<file path="src/rtl/guess_history_buf.sv">
// Turn-history store for the guessing game.
// Records one guess per btn_select in guess mode and lets the player browse the
// stored turns with btn_up/btn_down in history mode. Logical turn 0 is always the
// oldest stored guess.
// Optional feature: define HISTORY_WRAP_EN to let a select while full overwrite the
// oldest turn (ring behaviour). Without it, selects while full are dropped and the
// oldest pointer is tied to 0.
module guess_history_buf #(
  parameter int PEGS    = 4,
  parameter int COLOR_W = 3,
  parameter int DEPTH   = 8,
  localparam int TURN_W = $clog2(DEPTH)
) (
  input  logic                      clk,
  input  logic                      reset,
  input  logic                      mode,
  input  logic                      btn_up,
  input  logic                      btn_down,
  input  logic                      btn_select,
  input  logic [PEGS*COLOR_W-1:0]   guess,
  output logic [PEGS*COLOR_W-1:0]   selection,
  output logic [TURN_W-1:0]         selected_turn,
  output logic [TURN_W:0]           turn_count,
  output logic                      last_turn,
  output logic                      full
);

  localparam int                GW        = PEGS * COLOR_W;
  localparam logic [TURN_W-1:0] LAST_SLOT = TURN_W'(DEPTH - 1);
  localparam logic [TURN_W:0]   DEPTH_CNT = (TURN_W + 1)'(DEPTH);
  localparam logic [TURN_W:0]   LAST_CNT  = (TURN_W + 1)'(DEPTH - 1);

  logic [GW-1:0]     mem [DEPTH];
  logic [TURN_W-1:0] wr_ptr;
  logic [TURN_W-1:0] oldest_ptr;

  logic [TURN_W:0]   tc_next;
  logic [TURN_W-1:0] turn_next;
  logic [TURN_W-1:0] tc_minus1;
  logic [TURN_W-1:0] read_slot;
  logic              wr_en;
  logic              load_guess;
  logic              read_en;
  logic              clear_sel;
`ifdef HISTORY_WRAP_EN
  logic              wrap_en;
`endif

  // Maps a logical turn to its physical slot: (base + k) mod DEPTH.
  function automatic logic [TURN_W-1:0] phys_slot(input logic [TURN_W-1:0] base,
                                                  input logic [TURN_W-1:0] k);
    logic [TURN_W:0] sum;
    sum = {1'b0, base} + {1'b0, k};
    if (sum >= DEPTH_CNT) sum = sum - DEPTH_CNT;
    return sum[TURN_W-1:0];
  endfunction

  // Newest logical turn; low bits of turn_count still give DEPTH-1 when full.
  assign tc_minus1 = turn_count[TURN_W-1:0] - 1'b1;
  assign read_slot = phys_slot(oldest_ptr, turn_next);

  // Decide the next turn count, displayed turn and how selection is refreshed.
  always_comb begin
    tc_next    = turn_count;
    turn_next  = selected_turn;
    wr_en      = 1'b0;
    load_guess = 1'b0;
    read_en    = 1'b0;
    clear_sel  = 1'b0;
`ifdef HISTORY_WRAP_EN
    wrap_en    = 1'b0;
`endif
    if (!mode) begin
      if (btn_select && !full) begin
        wr_en      = 1'b1;
        load_guess = 1'b1;
        tc_next    = turn_count + 1'b1;
        turn_next  = turn_count[TURN_W-1:0];
      end
`ifdef HISTORY_WRAP_EN
      else if (btn_select) begin
        // Full ring: the write slot is the oldest slot, so drop it and advance.
        wr_en      = 1'b1;
        load_guess = 1'b1;
        wrap_en    = 1'b1;
        turn_next  = LAST_SLOT;
      end
`endif
      else if (turn_count == '0) begin
        turn_next = '0;
        clear_sel = 1'b1;
      end else begin
        // Idle guess mode (and a dropped select) keeps showing the newest turn.
        turn_next = tc_minus1;
        read_en   = 1'b1;
      end
    end else if (turn_count != '0) begin
      if (btn_up && !btn_down && selected_turn != tc_minus1)
        turn_next = selected_turn + 1'b1;
      else if (btn_down && !btn_up && selected_turn != '0)
        turn_next = selected_turn - 1'b1;
      read_en = 1'b1;
    end
  end

  // Storage, write pointer and all registered outputs.
  always_ff @(posedge clk) begin
    if (reset) begin
      for (int i = 0; i < DEPTH; i++) mem[i] <= '0;
      wr_ptr        <= '0;
      turn_count    <= '0;
      selected_turn <= '0;
      selection     <= '0;
      last_turn     <= 1'b0;
      full          <= 1'b0;
    end else begin
      if (wr_en) begin
        mem[wr_ptr] <= guess;
        wr_ptr      <= (wr_ptr == LAST_SLOT) ? '0 : wr_ptr + 1'b1;
      end
      turn_count    <= tc_next;
      selected_turn <= turn_next;
      if (load_guess)     selection <= guess;
      else if (read_en)   selection <= mem[read_slot];
      else if (clear_sel) selection <= '0;
      last_turn <= (tc_next == LAST_CNT);
      full      <= (tc_next == DEPTH_CNT);
    end
  end

`ifdef HISTORY_WRAP_EN
  // Oldest pointer follows each overwrite so logical turn 0 stays the oldest survivor.
  always_ff @(posedge clk) begin
    if (reset)        oldest_ptr <= '0;
    else if (wrap_en) oldest_ptr <= (oldest_ptr == LAST_SLOT) ? '0 : oldest_ptr + 1'b1;
  end
`else
  assign oldest_ptr = '0;
`endif

endmodule
</file>
<file path="config.mk">
export PLATFORM = sky130hd
export DESIGN_NAME = guess_history_buf
export DESIGN_NICKNAME = d
export VERILOG_FILES = /design/src/rtl/guess_history_buf.sv
export SDC_FILE = /design/constraint.sdc
export NUM_CORES = 1
export LEC_CHECK = 0
export CAP_MARGIN = 10
export CORE_MARGIN = 4
export CORE_UTILIZATION = 59
export CTS_CLUSTER_DIAMETER = 60
export CTS_CLUSTER_SIZE = 40
export DETAILED_ROUTE_END_ITERATION = 8
export GPL_ROUTABILITY_DRIVEN = 0
export GPL_TIMING_DRIVEN = 0
export HOLD_SLACK_MARGIN = 0.12
export PLACE_DENSITY = 0.79
export SLEW_MARGIN = 20
export SYNTH_ARGS = -nofsm -noshare
export SYNTH_HDL_FRONTEND = slang
export SYNTH_SLANG_ARGS = --single-unit
</file>
<file path="constraint.sdc">
create_clock -name clk -period 3.2 [get_ports clk]
set_input_delay 0.64 -clock clk [delete_from_list [all_inputs] [get_ports clk]]
set_output_delay 0.64 -clock clk [all_outputs]
set_load 0.02 [all_outputs]
</file>
==> metrics.md, run 1 <==
| Metric | Value |
|---|---|
| CTS tree | `built` |
| CP startpoint kind | `register` |
| Die width | `108.7 µm` |
| Drt first-iter violations | `338` |
| Cell taking the most area after synthesis | `edfxtp_1` |
| Switching Share | `24.80%` |
| Static leakage | `0.002727 µW` |
| First-pass iteration count of the detailed router | `5` |
| Row count | `36` |
| Seq pwr share | `42.7%` |
| RSZ-0062 raised after global routing | `false` |
| Post-DR wirelength/cell | `20.45 µm` |
| Nets | `591` |
| Post-synth EDFFs | `96` |
| GRT Overall Usage | `26.03%` |
| Critical Path RT | `3.64 ns` |
| Mean Syn Cell Area | `11.78 µm²` |
| CP Buf/Inv Count | `5` |
| CP dominant cell by count | `buf_6` |
| Total wire length | `14,540 µm` |
| Share of post-route cells with drive strength above 1 | `13.67%` |
| Initial Util | `60.93%` |
| Hold-fix buffers, CTS | `0` |
| Clk sinks | `120` |
| Antenna violations before repair | `0` |
| Pwr dens | `578.4 mW/mm²` |
| Worst VDD drop | `0.0003770 V` |
| Final min period | `3.100 ns` |
| Largest delay share family, worst path | `compound AO/OA/AOI/OAI gates` |
| Period utilization | `96.88%` |
| Synth top cells by count | `and2_1, edfxtp_1, mux2i_1, nor2_1, dfxtp_1` |
| Largest stage delay, worst path | `0.36 ns` |
| Worst-path clk slew | `0.06 ns` |
| Ys async rst share | `0%` |
| Io pins | `39` |
| Die height | `108.7 µm` |
| Multi-input gate area | `0.002452 mm²` |
| Yosys warns | `0` |
| Via count | `4,262` |
| Top cells by area, synth | `edfxtp_1, and2_1, dfxtp_1` |
| Hold Vio Cnt, Final | `0` |
| Seq/Total Area, Yosys | `56.21%` |
| CTS Root Cell | `clkbuf_8` |
| Placed Instances | `678` |
| Max-slew violation count | `0` |
| Flops & latches, synth | `120` |
| Diode count | `0` |
| H-tree Lvls | `4` |
| P_int | `3140 µW` |
| Port buffer count | `37` |
| Fill cells | `684` |
| NetSw | `1036 µW` |
| Slew at the pin closest to its max-slew limit | `0.7111 ns` |
| Vias in the first global route | `4,264` |
| Vias/cell | `5.994` |
| DRT antenna net count | `0` |
| Non-Filler Instances | `711` |
| Hpwl dp | `9756 µm` |
| CORE AREA | `0.009819 mm²` |
| Net Count, Synth | `533` |
| Worst Skew | `0.007639 ns` |
| Relative slew slack | `52.23%` |
| HP Class | `register to register` |
| Layout area overhead | `20.66%` |
| Gate power share | `12.0%` |
| First-pass GRT wire length | `22,850 µm` |
| Final Setup Violations | `0` |
| Post-synth cell types | `53` |
| Max cap viols | `0` |
| Die area | `0.01182 mm²` |
| DRC errors left | `0` |
| Worst path slowest cell | `ha_2` |
| Clk Latency, worst-skew pair | `0.52 ns` |
| Synthesized area | `0.005983 mm²` |
| Top cell type's share of synthesized area | `48.18%` |
| Syn Inst Count | `508` |
| Remaining Overflow, GRT | `0` |
| Maximum clock frequency | `322.6 MHz` |
| CTS Buffer Depth | `2` |
| Fin Setup TNS | `0 ns` |
| Power share of the clock group | `45.3%` |
| Reg area | `0.003366 mm²` |
| Prevailing post-synth register cell | `edfxtp_1` |
| Kind of end point of the critical path | `register` |
| Critical path type | `register to register` |
| Crit path DAT | `3.54 ns` |
| CTS Buf Count | `17` |
| CP cell instances | `buf_6 > inv_1 > ha_2 > xor2_1 > a21oi_1 > o21a_1 > o21a_1 > buf_6 > buf_6 > buf_6 > o2111ai_1 > nand3_1 > a211oi_2` |
| Largest net degree at the start of global routing | `17` |
| CP max FO | `10` |
| Status | `finished, final reports clean` |
[metal layers]
| metal | share of wire, % | routed length [µm] | GRT usage (%) |
|---|---|---|---|
| met5 | 0 | 0 | 0 |
| met4 | 1.8 | 260 | 7.214 |
| met3 | 8.0 | 1163 | 6.217 |
| met2 | 49 | 7193 | 42.59 |
| met1 | 41 | 5926 | 34.95 |
[path summary, 6_finish.rpt]
kind | endpoint | cells past startpoint | slack (ns) | from
hold reg to reg | selection[6] | 2 | 0.54 | selection[6]
setup reg to reg | selection[0] | 13 | 0.1 | turn_count[0]
hold / removal | selection[6] | 2 | 0.54 | selection[6]
setup / recovery | selection[0] | 13 | 0.1 | turn_count[0]
[placed cells by master (no fill, tap or decap), types with 4 or more instances in the layout]
cell,count
and2_1,96
edfxtp_1,96
mux2i_1,39
clkdlybuf4s50_1,37
nor2_1,29
dfxtp_1,22
o22ai_1,17
clkbuf_16,16
inv_1,15
clkbuf_1,15
a21oi_1,14
nand2_1,11
or3_1,9
o211ai_1,9
buf_6,8
or2_2,8
nor3_1,8
a22oi_1,8
xor2_1,6
ha_1,6
nor2b_1,5
nand2b_1,5
o21ai_0,5
nand3_1,5
buf_2,4
nor4_1,4
nand3_2,4
buf_4,4
o22a_1,4
o2111ai_1,4
a211oi_2,4
o2111ai_2,4
[sequential cells by signal, indices dropped and copies added, names as in the netlist]
name,cells
mem,96
selected_turn,3
turn_count,4
wr_ptr,3
full,1
last_turn,1
selection,12
[power groups by stage]
stage          combinational, µW  sequential (µW)  clock [µW]
5_1_grt                      537             1790        1970
6_report                     501             1780        1890
3_3_place_gp                 448             1810           0
3_5_place_dp                 461             1810           0
4_1_cts                      481             1780        1890
2_1_floorplan                282             1820           0
[through the flow]
stage | util [%] | total power [µW] | instance area, µm² | setup slack, ns | hold WS, ns
2_1_floorplan | - | 2107 | 5983 | 0.2456 | 0.4778
3_3_place_gp | 66.40 | 2256 | 6520 | -0.2084 | 0.4965
3_5_place_dp | 66.40 | 2273 | 6520 | -0.2856 | 0.5216
4_1_cts | 73.10 | 4157 | 7178 | 0.01212 | 0.5281
5_1_grt | 73.52 | 4298 | 7219 | 0.01530 | 0.5737
6_report | 73.52 | 4176 | 7219 | 0.09980 | 0.5369
[cell type report]
class / instances / area share (%)
inverter: 15 / 0.7799
buffer: 29 / 2.461
multi-input combinational: 342 / 33.97
timing repair buffer: 41 / 5.719
clock buffer: 17 / 5.737
clock inverter: 14 / 2.409
sequential: 120 / 46.62
tap: 133 / 2.305
[cell families (layout without fill, tap and decap cells)]
family | count (synthesis) | in the layout | share of synthesized area [%]
simple gates | 202 | 202 | 19.70
flops | 120 | 120 | 56.21
compound gates | 84 | 84 | 10.29
buf+inv | 46 | 116 | 3.994
mux | 41 | 41 | 6.943
xor+xnor | 8 | 8 | 1.401
fa+ha+maj | 7 | 7 | 1.464
[what timing repair did]
item,CTS,global route
pin swaps,2,4
buffers inserted,4,0
setup endpoints to repair,11,12
gates resized for setup,4,12
[worst min-delay path: stages (launching register included)]
cell	delay (ns)
dfxtp_1	0.31
nor2_1	0.13
a211oi_2	0.05
No activity file was read; power rests on OpenSTA's default activity.
==> run 2, diff against run 1 <==
--- a/config.mk
+++ b/config.mk
@@ -8,7 +8,7 @@
 export CAP_MARGIN = 10
 export CORE_MARGIN = 4
 export CORE_UTILIZATION = 59
-export CTS_CLUSTER_DIAMETER = 60
+export CTS_CLUSTER_DIAMETER = 40
 export CTS_CLUSTER_SIZE = 40
 export DETAILED_ROUTE_END_ITERATION = 8
 export GPL_ROUTABILITY_DRIVEN = 0
==> results of run 2 <==
The final DEF is identical to that of run 1; final timing and power are the same.
==> run 3, diff against run 2 <==
--- a/config.mk
+++ b/config.mk
@@ -7,15 +7,16 @@
 export LEC_CHECK = 0
 export CAP_MARGIN = 10
 export CORE_MARGIN = 4
-export CORE_UTILIZATION = 59
+export CORE_UTILIZATION = 61
+export CTS_BUF_LIST = sky130_fd_sc_hd__clkbuf_4 sky130_fd_sc_hd__clkbuf_8
 export CTS_CLUSTER_DIAMETER = 40
 export CTS_CLUSTER_SIZE = 40
 export DETAILED_ROUTE_END_ITERATION = 8
 export GPL_ROUTABILITY_DRIVEN = 0
 export GPL_TIMING_DRIVEN = 0
 export HOLD_SLACK_MARGIN = 0.12
-export PLACE_DENSITY = 0.79
-export SLEW_MARGIN = 20
+export PLACE_DENSITY = 0.81
+export SETUP_SLACK_MARGIN = 0.3
 export SYNTH_ARGS = -nofsm -noshare
 export SYNTH_HDL_FRONTEND = slang
 export SYNTH_SLANG_ARGS = --single-unit
==> metrics.md, run 3 (same netlist as run 1, synthesis figures left out) <==
| Metric | Value |
|---|---|
| Post-route cell area | `0.007450 mm² (+3.2%)` |
| CTS Buf Count | `17 (unchanged)` |
| Layout area overhead | `24.51%` |
| Initial Util | `63.55% (+2.6 points)` |
| Pwr dens | `490.3 mW/mm² (-15%)` |
| DRC errors left | `0 (unchanged)` |
| Max cap viols | `0 (unchanged)` |
| CP startpoint kind | `register` |
| Share of post-route cells with drive strength above 1 | `21.32% (+7.7 points)` |
| Die height | `107.0 µm (-1.5%)` |
| FF-to-FF Start | `turn_count[1]` |
| Vias in the first global route | `3,966 (-7.0%)` |
| Total wire length | `14,790 µm (+1.7%)` |
| Maximum clock frequency | `341.8 MHz (+6.0%)` |
| Worst VDD drop | `0.0003245 V (-14%)` |
| Clk Latency, worst-skew pair | `0.43 ns (-0.09 ns)` |
| Worst Skew | `0.01302 ns (+0.005377 ns)` |
| Crit path DAT | `3.24 ns (-0.30 ns)` |
| Hpwl dp | `9424 µm (-3.4%)` |
| Slew at the pin closest to its max-slew limit | `1.039 ns (+0.3284 ns)` |
| Final min period | `2.925 ns (-0.1748 ns)` |
| CORE AREA | `0.009415 mm² (-4.1%)` |
| Pre-CTS setup slack | `-0.2233 ns (+0.06232 ns)` |
| Placed cell area | `0.006516 mm² (about the same)` |
| Relative slew slack | `30.17% (-22 points)` |
| Port buffer count | `37 (unchanged)` |
| RSZ-0062 raised after global routing | `true` |
| First-pass GRT wire length | `21,090 µm (-7.7%)` |
| Worst R2R Setup Slack | `0.27 ns (+0.17 ns)` |
| Worst R2R Path Depth | `13 (unchanged)` |
| Die area | `0.01146 mm² (-3.0%)` |
| R2R Path End | `selection[1]` |
| Hold-fix buffers, CTS | `0 (unchanged)` |
| Nets | `603 (+2.0%)` |
| Io pins | `39 (unchanged)` |
| GRT Overall Usage | `24.49% (-1.5 points)` |
| Crit path capture | `selection[1]` |
| CTS Buffer Depth | `2 (unchanged)` |
| Hold slack | `0.5307 ns (-0.006215 ns)` |
| Final Setup Violations | `0 (unchanged)` |
| Row count | `35 (-2.8%)` |
| Critical path type | `register to register` |
| Worst-path clk slew | `0.07 ns (about the same)` |
| Critical Path RT | `3.52 ns (-0.12 ns)` |
| CP max FO | `9 (-1)` |
| Max-slew violation count | `0 (unchanged)` |
| DRT antenna net count | `0 (unchanged)` |
| Total Power | `3652 µW (-13%)` |
| Util after Layout | `79.12% (+5.6 points)` |
| Diode count | `0 (unchanged)` |
| Largest net degree at the start of global routing | `17 (unchanged)` |
| Switching Share | `27.65% (+2.8 points)` |
| Die width | `107.0 µm (-1.5%)` |
| Gate power share | `16.5% (+4.5 points)` |
| Fill cells | `552 (-19%)` |
| Period utilization | `91.42% (-5.5 points)` |
| Post-DR wirelength/cell | `20.54 µm (+0.42%)` |
| NetSw | `1010 µW (-2.5%)` |
| Commonest cells after routing, fill and taps aside | `and2_1, edfxtp_1, clkdlybuf4s50_1` |
| Power share of the clock group | `34.7% (-11 points)` |
| Remaining Overflow, GRT | `0 (unchanged)` |
| Drt first-iter violations | `406 (+20%)` |
| Seq pwr share | `48.8% (+6.1 points)` |
| H-tree Lvls | `4 (unchanged)` |
| Largest register FFs | `96 (unchanged)` |
| Kind of end point of the critical path | `register` |
| P_int | `2642 µW (-16%)` |
| Largest Register | `mem` |
| Antenna violations before repair | `0 (unchanged)` |
| Setup crit start | `turn_count[1]` |
| HP Class | `register to register` |
| CTS Root Cell | `clkbuf_8` |
| Final WS setup | `0.2746 ns (+0.1748 ns)` |
| Clk sinks | `120 (unchanged)` |
| Vias/cell | `6.006 (+0.19%)` |
| Biggest registers after layout | `mem (96), selection (12), turn_count (4)` |
| CTS tree | `built` |
| Hold Vio Cnt, Final | `0 (unchanged)` |
| Status | `finished, final reports clean` |
| First-pass iteration count of the detailed router | `5 (unchanged)` |
| Via count | `4,324 (+1.5%)` |
| Static leakage | `0.002740 µW (+0.48%)` |
[run 3: cell types whose count changed in the layout (fill, tap and decap cells not counted), sizes merged]
cell	previous run	this run
bufinv	3	1
buf	18	27
clkbuf	32	36
clkinvlp	3	5
[run 3: timing repair]
action	in CTS	in global routing
cloned	0	3
pin swaps	13	17
endpoints found under the setup margin	12	12
endpoints found under the hold margin	0	0
setup buffers	6	5
gates resized for setup	20	57
[run 3: worst max-delay path, cell delays in order, from the launching register on]
cell	delay, ns
dfxtp_4	0.40
inv_1	0.08
ha_4	0.16
buf_6	0.13
and3b_1	0.17
a211o_1	0.22
a211o_1	0.31
buf_6	0.13
o21a_1	0.19
buf_6	0.16
buf_12	0.16
mux2i_4	0.23
o22ai_4	0.12
or3_1	0.35
[run 3: how the worst min path moves through the flow]
stage | slack (ns) | endpoint | depth (start not counted) | from
floorplan | 0.48 | wr_ptr[1] | 2 | wr_ptr[1]
global placement | 0.51 | wr_ptr[1] | 2 | wr_ptr[1]
detailed placement | 0.51 | wr_ptr[1] | 2 | wr_ptr[1]
CTS | 0.53 | wr_ptr[1] | 2 | wr_ptr[1]
global route | 0.55 | wr_ptr[1] | 2 | wr_ptr[1]
finish | 0.53 | wr_ptr[1] | 2 | wr_ptr[1]
[run 3: per-layer routing]
| layer | part of all wire (%) | track usage [%] | up-vias |
|---|---|---|---|
| li1 | - | - | 2008 |
| met1 | 41 | 35.45 | 2100 |
| met2 | 50 | 38.20 | 185 |
| met3 | 7.5 | 3.974 | 31 |
| met4 | 1.9 | 7.397 | 0 |
| met5 | 0 | 0 | - |
[run 3: final cells by class]
| cell class | count | area (µm²) | area share [%] |
|---|---|---|---|
| clock inverter | 14 | 125.1 | 1.680 |
| timing repair buffer | 51 | 540.5 | 7.256 |
| buffer | 31 | 236.5 | 3.174 |
| clock buffer | 18 | 241.5 | 3.242 |
| tap | 129 | 161.4 | 2.167 |
| multi-input combinational | 342 | 2716 | 36.46 |
| inverter | 15 | 58.81 | 0.7894 |
| sequential | 120 | 3369 | 45.23 |
[run 3: per-stage QoR]
| stage | setup TNS (ns) | instances |
|---|---|---|
| 2_1_floorplan | 0 | 508 |
| 6_report | 0 | 720 |
| 3_5_place_dp | -1.291 | 674 |
| 5_1_grt | 0 | 720 |
| 4_1_cts | 0 | 712 |
| 3_3_place_gp | -1.050 | 674 |
[run 3: power groups by stage]
stage | logic [µW] | registers, µW | clock network [µW]
final | 603 | 1780 | 1270
after CTS | 490 | 1780 | 1270
after global routing | 633 | 1790 | 1340
after detailed placement | 454 | 1810 | 0
after floorplan | 282 | 1830 | 0
after global placement | 444 | 1810 | 0
==> RTL edit, RTL diff (flow settings as in run 3) <==
Register the output `turn_count` once more, cleared by the reset; this adds one clock of latency there. The other outputs are not delayed to match.
--- a/src/rtl/guess_history_buf.sv
+++ b/src/rtl/guess_history_buf.sv
@@ -31,4 +31,6 @@
   localparam logic [TURN_W:0]   LAST_CNT  = (TURN_W + 1)'(DEPTH - 1);
 
+  logic [TURN_W:0] turn_count_s0;
+
   logic [GW-1:0]     mem [DEPTH];
   logic [TURN_W-1:0] wr_ptr;
@@ -57,10 +59,10 @@
 
   // Newest logical turn; low bits of turn_count still give DEPTH-1 when full.
-  assign tc_minus1 = turn_count[TURN_W-1:0] - 1'b1;
+  assign tc_minus1 = turn_count_s0[TURN_W-1:0] - 1'b1;
   assign read_slot = phys_slot(oldest_ptr, turn_next);
 
   // Decide the next turn count, displayed turn and how selection is refreshed.
   always_comb begin
-    tc_next    = turn_count;
+    tc_next    = turn_count_s0;
     turn_next  = selected_turn;
     wr_en      = 1'b0;
@@ -75,6 +77,6 @@
         wr_en      = 1'b1;
         load_guess = 1'b1;
-        tc_next    = turn_count + 1'b1;
-        turn_next  = turn_count[TURN_W-1:0];
+        tc_next    = turn_count_s0 + 1'b1;
+        turn_next  = turn_count_s0[TURN_W-1:0];
       end
 `ifdef HISTORY_WRAP_EN
@@ -87,5 +89,5 @@
       end
 `endif
-      else if (turn_count == '0) begin
+      else if (turn_count_s0 == '0) begin
         turn_next = '0;
         clear_sel = 1'b1;
@@ -95,5 +97,5 @@
         read_en   = 1'b1;
       end
-    end else if (turn_count != '0) begin
+    end else if (turn_count_s0 != '0) begin
       if (btn_up && !btn_down && selected_turn != tc_minus1)
         turn_next = selected_turn + 1'b1;
@@ -109,5 +111,5 @@
       for (int i = 0; i < DEPTH; i++) mem[i] <= '0;
       wr_ptr        <= '0;
-      turn_count    <= '0;
+      turn_count_s0 <= '0;
       selected_turn <= '0;
       selection     <= '0;
@@ -119,5 +121,5 @@
         wr_ptr      <= (wr_ptr == LAST_SLOT) ? '0 : wr_ptr + 1'b1;
       end
-      turn_count    <= tc_next;
+      turn_count_s0 <= tc_next;
       selected_turn <= turn_next;
       if (load_guess)     selection <= guess;
@@ -139,3 +141,11 @@
 `endif
 
+  always_ff @(posedge clk) begin
+    if (reset) begin
+      turn_count <= '0;
+    end else begin
+      turn_count <= turn_count_s0;
+    end
+  end
+
 endmodule
Formal check against the unedited RTL: not equivalent (a bounded check fails within 4 cycles, from zero or initial values and one cycle with reset high).
==> RTL edit against run 3 <==
  * Power rose by 2.7%
  * Final cell count fell by 3.3%
  * Synthesized area down 0.67%
  * Cell area shrank 1.5%
  * Routed wire length decreased by 1.4%
  * Hold slack barely moved
  * Die area down 0.62%
  * Critical path depth rose by 1
  * Sequential share of layout area is 1.8 points higher
  * Synthesized cell count down 6.5%
  * Worst setup slack better by 21 ps
  * Sequential cell count increased by 4
==> RTL edit: results (changes against run 3) <==
Compound-gate portion of the synthesized area: 0.0979 (was 0.103)
Worst R2R Start: turn_count_s0[0] (was turn_count[1])
Worst-path maximum fanout: 10 (was 9)
Iteration-0 DRC Markers: 294 (was 406)
Nets: 579 (was 603)
VDD IR max: 0.276 mV (was 0.324 mV)
Setup Skew: 11.0 ps (was 13.0 ps)
Reported net switching power: 0.983 mW (was 1.01 mW)
Outcome: finished, final reports clean (unchanged)
Slew @ Worst Pin: 639 ps (was 1040 ps)
Syn nets: 500 (was 533)
Post-Synth XOR/XNOR Area: 0.0128 (was 0.0140)
Share of layout cells above drive strength 1: 0.206 (was 0.213)
Worst R2R Path Depth: 14 (was 13)
Via count: 4189 (was 4324)
DR WL/cell: 20.9 um (was 20.5 um)
LEAKAGE: 2.88 nW (was 2.74 nW)
Vias in the first global route: 3999 (was 3966)
First-pass GRT wire length: 21.4 mm (was 21.1 mm)
Period utilization: 0.907 (was 0.914)
Synth top area cells: edfxtp_1, and2_1, dfxtp_1 (unchanged)
Post-synthesis mux area share: 0.0827 (was 0.0694)
Final wirelength: 14.6 mm (was 14.8 mm)
Top post-synthesis cells by count: and2_1, edfxtp_1, mux2i_1 (unchanged)
Pre-CTS WS: -85.7 ps (was -223 ps)
Synthesized instance count: 475 (was 508)
PortBufs: 38 (was 37)
Adder-cell share of the synthesized area: 0.0147 (was 0.0146)
GRT Util Overall: 0.251 (was 0.245)
==> RTL edit: cell count changes in the layout (fill, tap and decap cells not counted), sizes merged, moves of 6 or more <==
| cell | run 3 | this run |
|---|---|---|
| o221ai | 0 | 11 |
| mux2i | 40 | 48 |
| nand3 | 9 | 3 |
| nor2 | 30 | 20 |
| o2111ai | 8 | 1 |
| a22oi | 8 | 0 |
| or3 | 9 | 2 |
| o211ai | 9 | 1 |
| inv | 18 | 11 |
| o221a | 0 | 11 |
| a21oi | 14 | 21 |
| buf | 27 | 33 |
==> RTL edit: how the worst min path moves through the flow <==
| stage | to | depth (start not counted) | from |
|---|---|---|---|
| after floorplan | wr_ptr[1] | 2 | wr_ptr[1] |
| after global placement | wr_ptr[1] | 2 | wr_ptr[1] |
| after detailed placement | wr_ptr[1] | 2 | wr_ptr[1] |
| after CTS | wr_ptr[1] | 2 | wr_ptr[1] |
| after global routing | wr_ptr[1] | 2 | wr_ptr[1] |
| final | wr_ptr[1] | 2 | wr_ptr[1] |
==> RTL edit: cell type report <==
cell class / count / area [um2]
sequential: 124 / 3450
multi-input combinational: 311 / 2450
fill: 615 / 2040
timing repair buffer: 60 / 616
clock buffer: 22 / 278
buffer: 30 / 243
tap: 129 / 161
clock inverter: 10 / 93.8
inverter: 10 / 45.0
==> RTL edit: timing repair <==
item	CTS	global route
resized for setup	6	51
buffers inserted	2	14
pin swaps	1	11
endpoints found under the setup margin	12	12
gates cloned	0	2
==> RTL edit: critical path: stages (launching register included) <==
cell      delay [ps]
dfxtp_2          340
buf_8            130
inv_8             60
ha_4             140
or3b_1           360
buf_6            150
a32oi_4          190
o31ai_4          120
nor3b_4          210
buf_4            140
buf_6            140
buf_12           170
mux2i_1          260
o221ai_2         160
o221a_1          220
==> RTL edit: through the flow <==
step,hold WS (ps),power [mW]
6_report,531,3.75
5_1_grt,554,3.88
4_1_cts,522,3.62
3_5_place_dp,514,2.34
3_3_place_gp,500,2.32
2_1_floorplan,483,2.17
==> RTL edit: layer usage <==
layer / share of wire / track usage
met1: 0.40 / 0.338
met3: 0.080 / 0.0722
met5: 0 / 0
met2: 0.50 / 0.390
met4: 0.020 / 0.0904
==> RTL edit: logic make-up after synthesis <==
kind of cell / after synthesis
compound gates: 78
xor+xnor: 7
fa+ha+maj: 7
buf+inv: 40
flops: 124
mux: 49
simple gates: 170
==> RTL edit: power groups by stage <==
stage	clock (mW)	combinational, mW	sequential [mW]
after global placement	0	0.463	1.86
after global routing	1.38	0.660	1.84
after detailed placement	0	0.479	1.86
after floorplan	0	0.294	1.88
after CTS	1.30	0.492	1.83
final	1.29	0.623	1.84
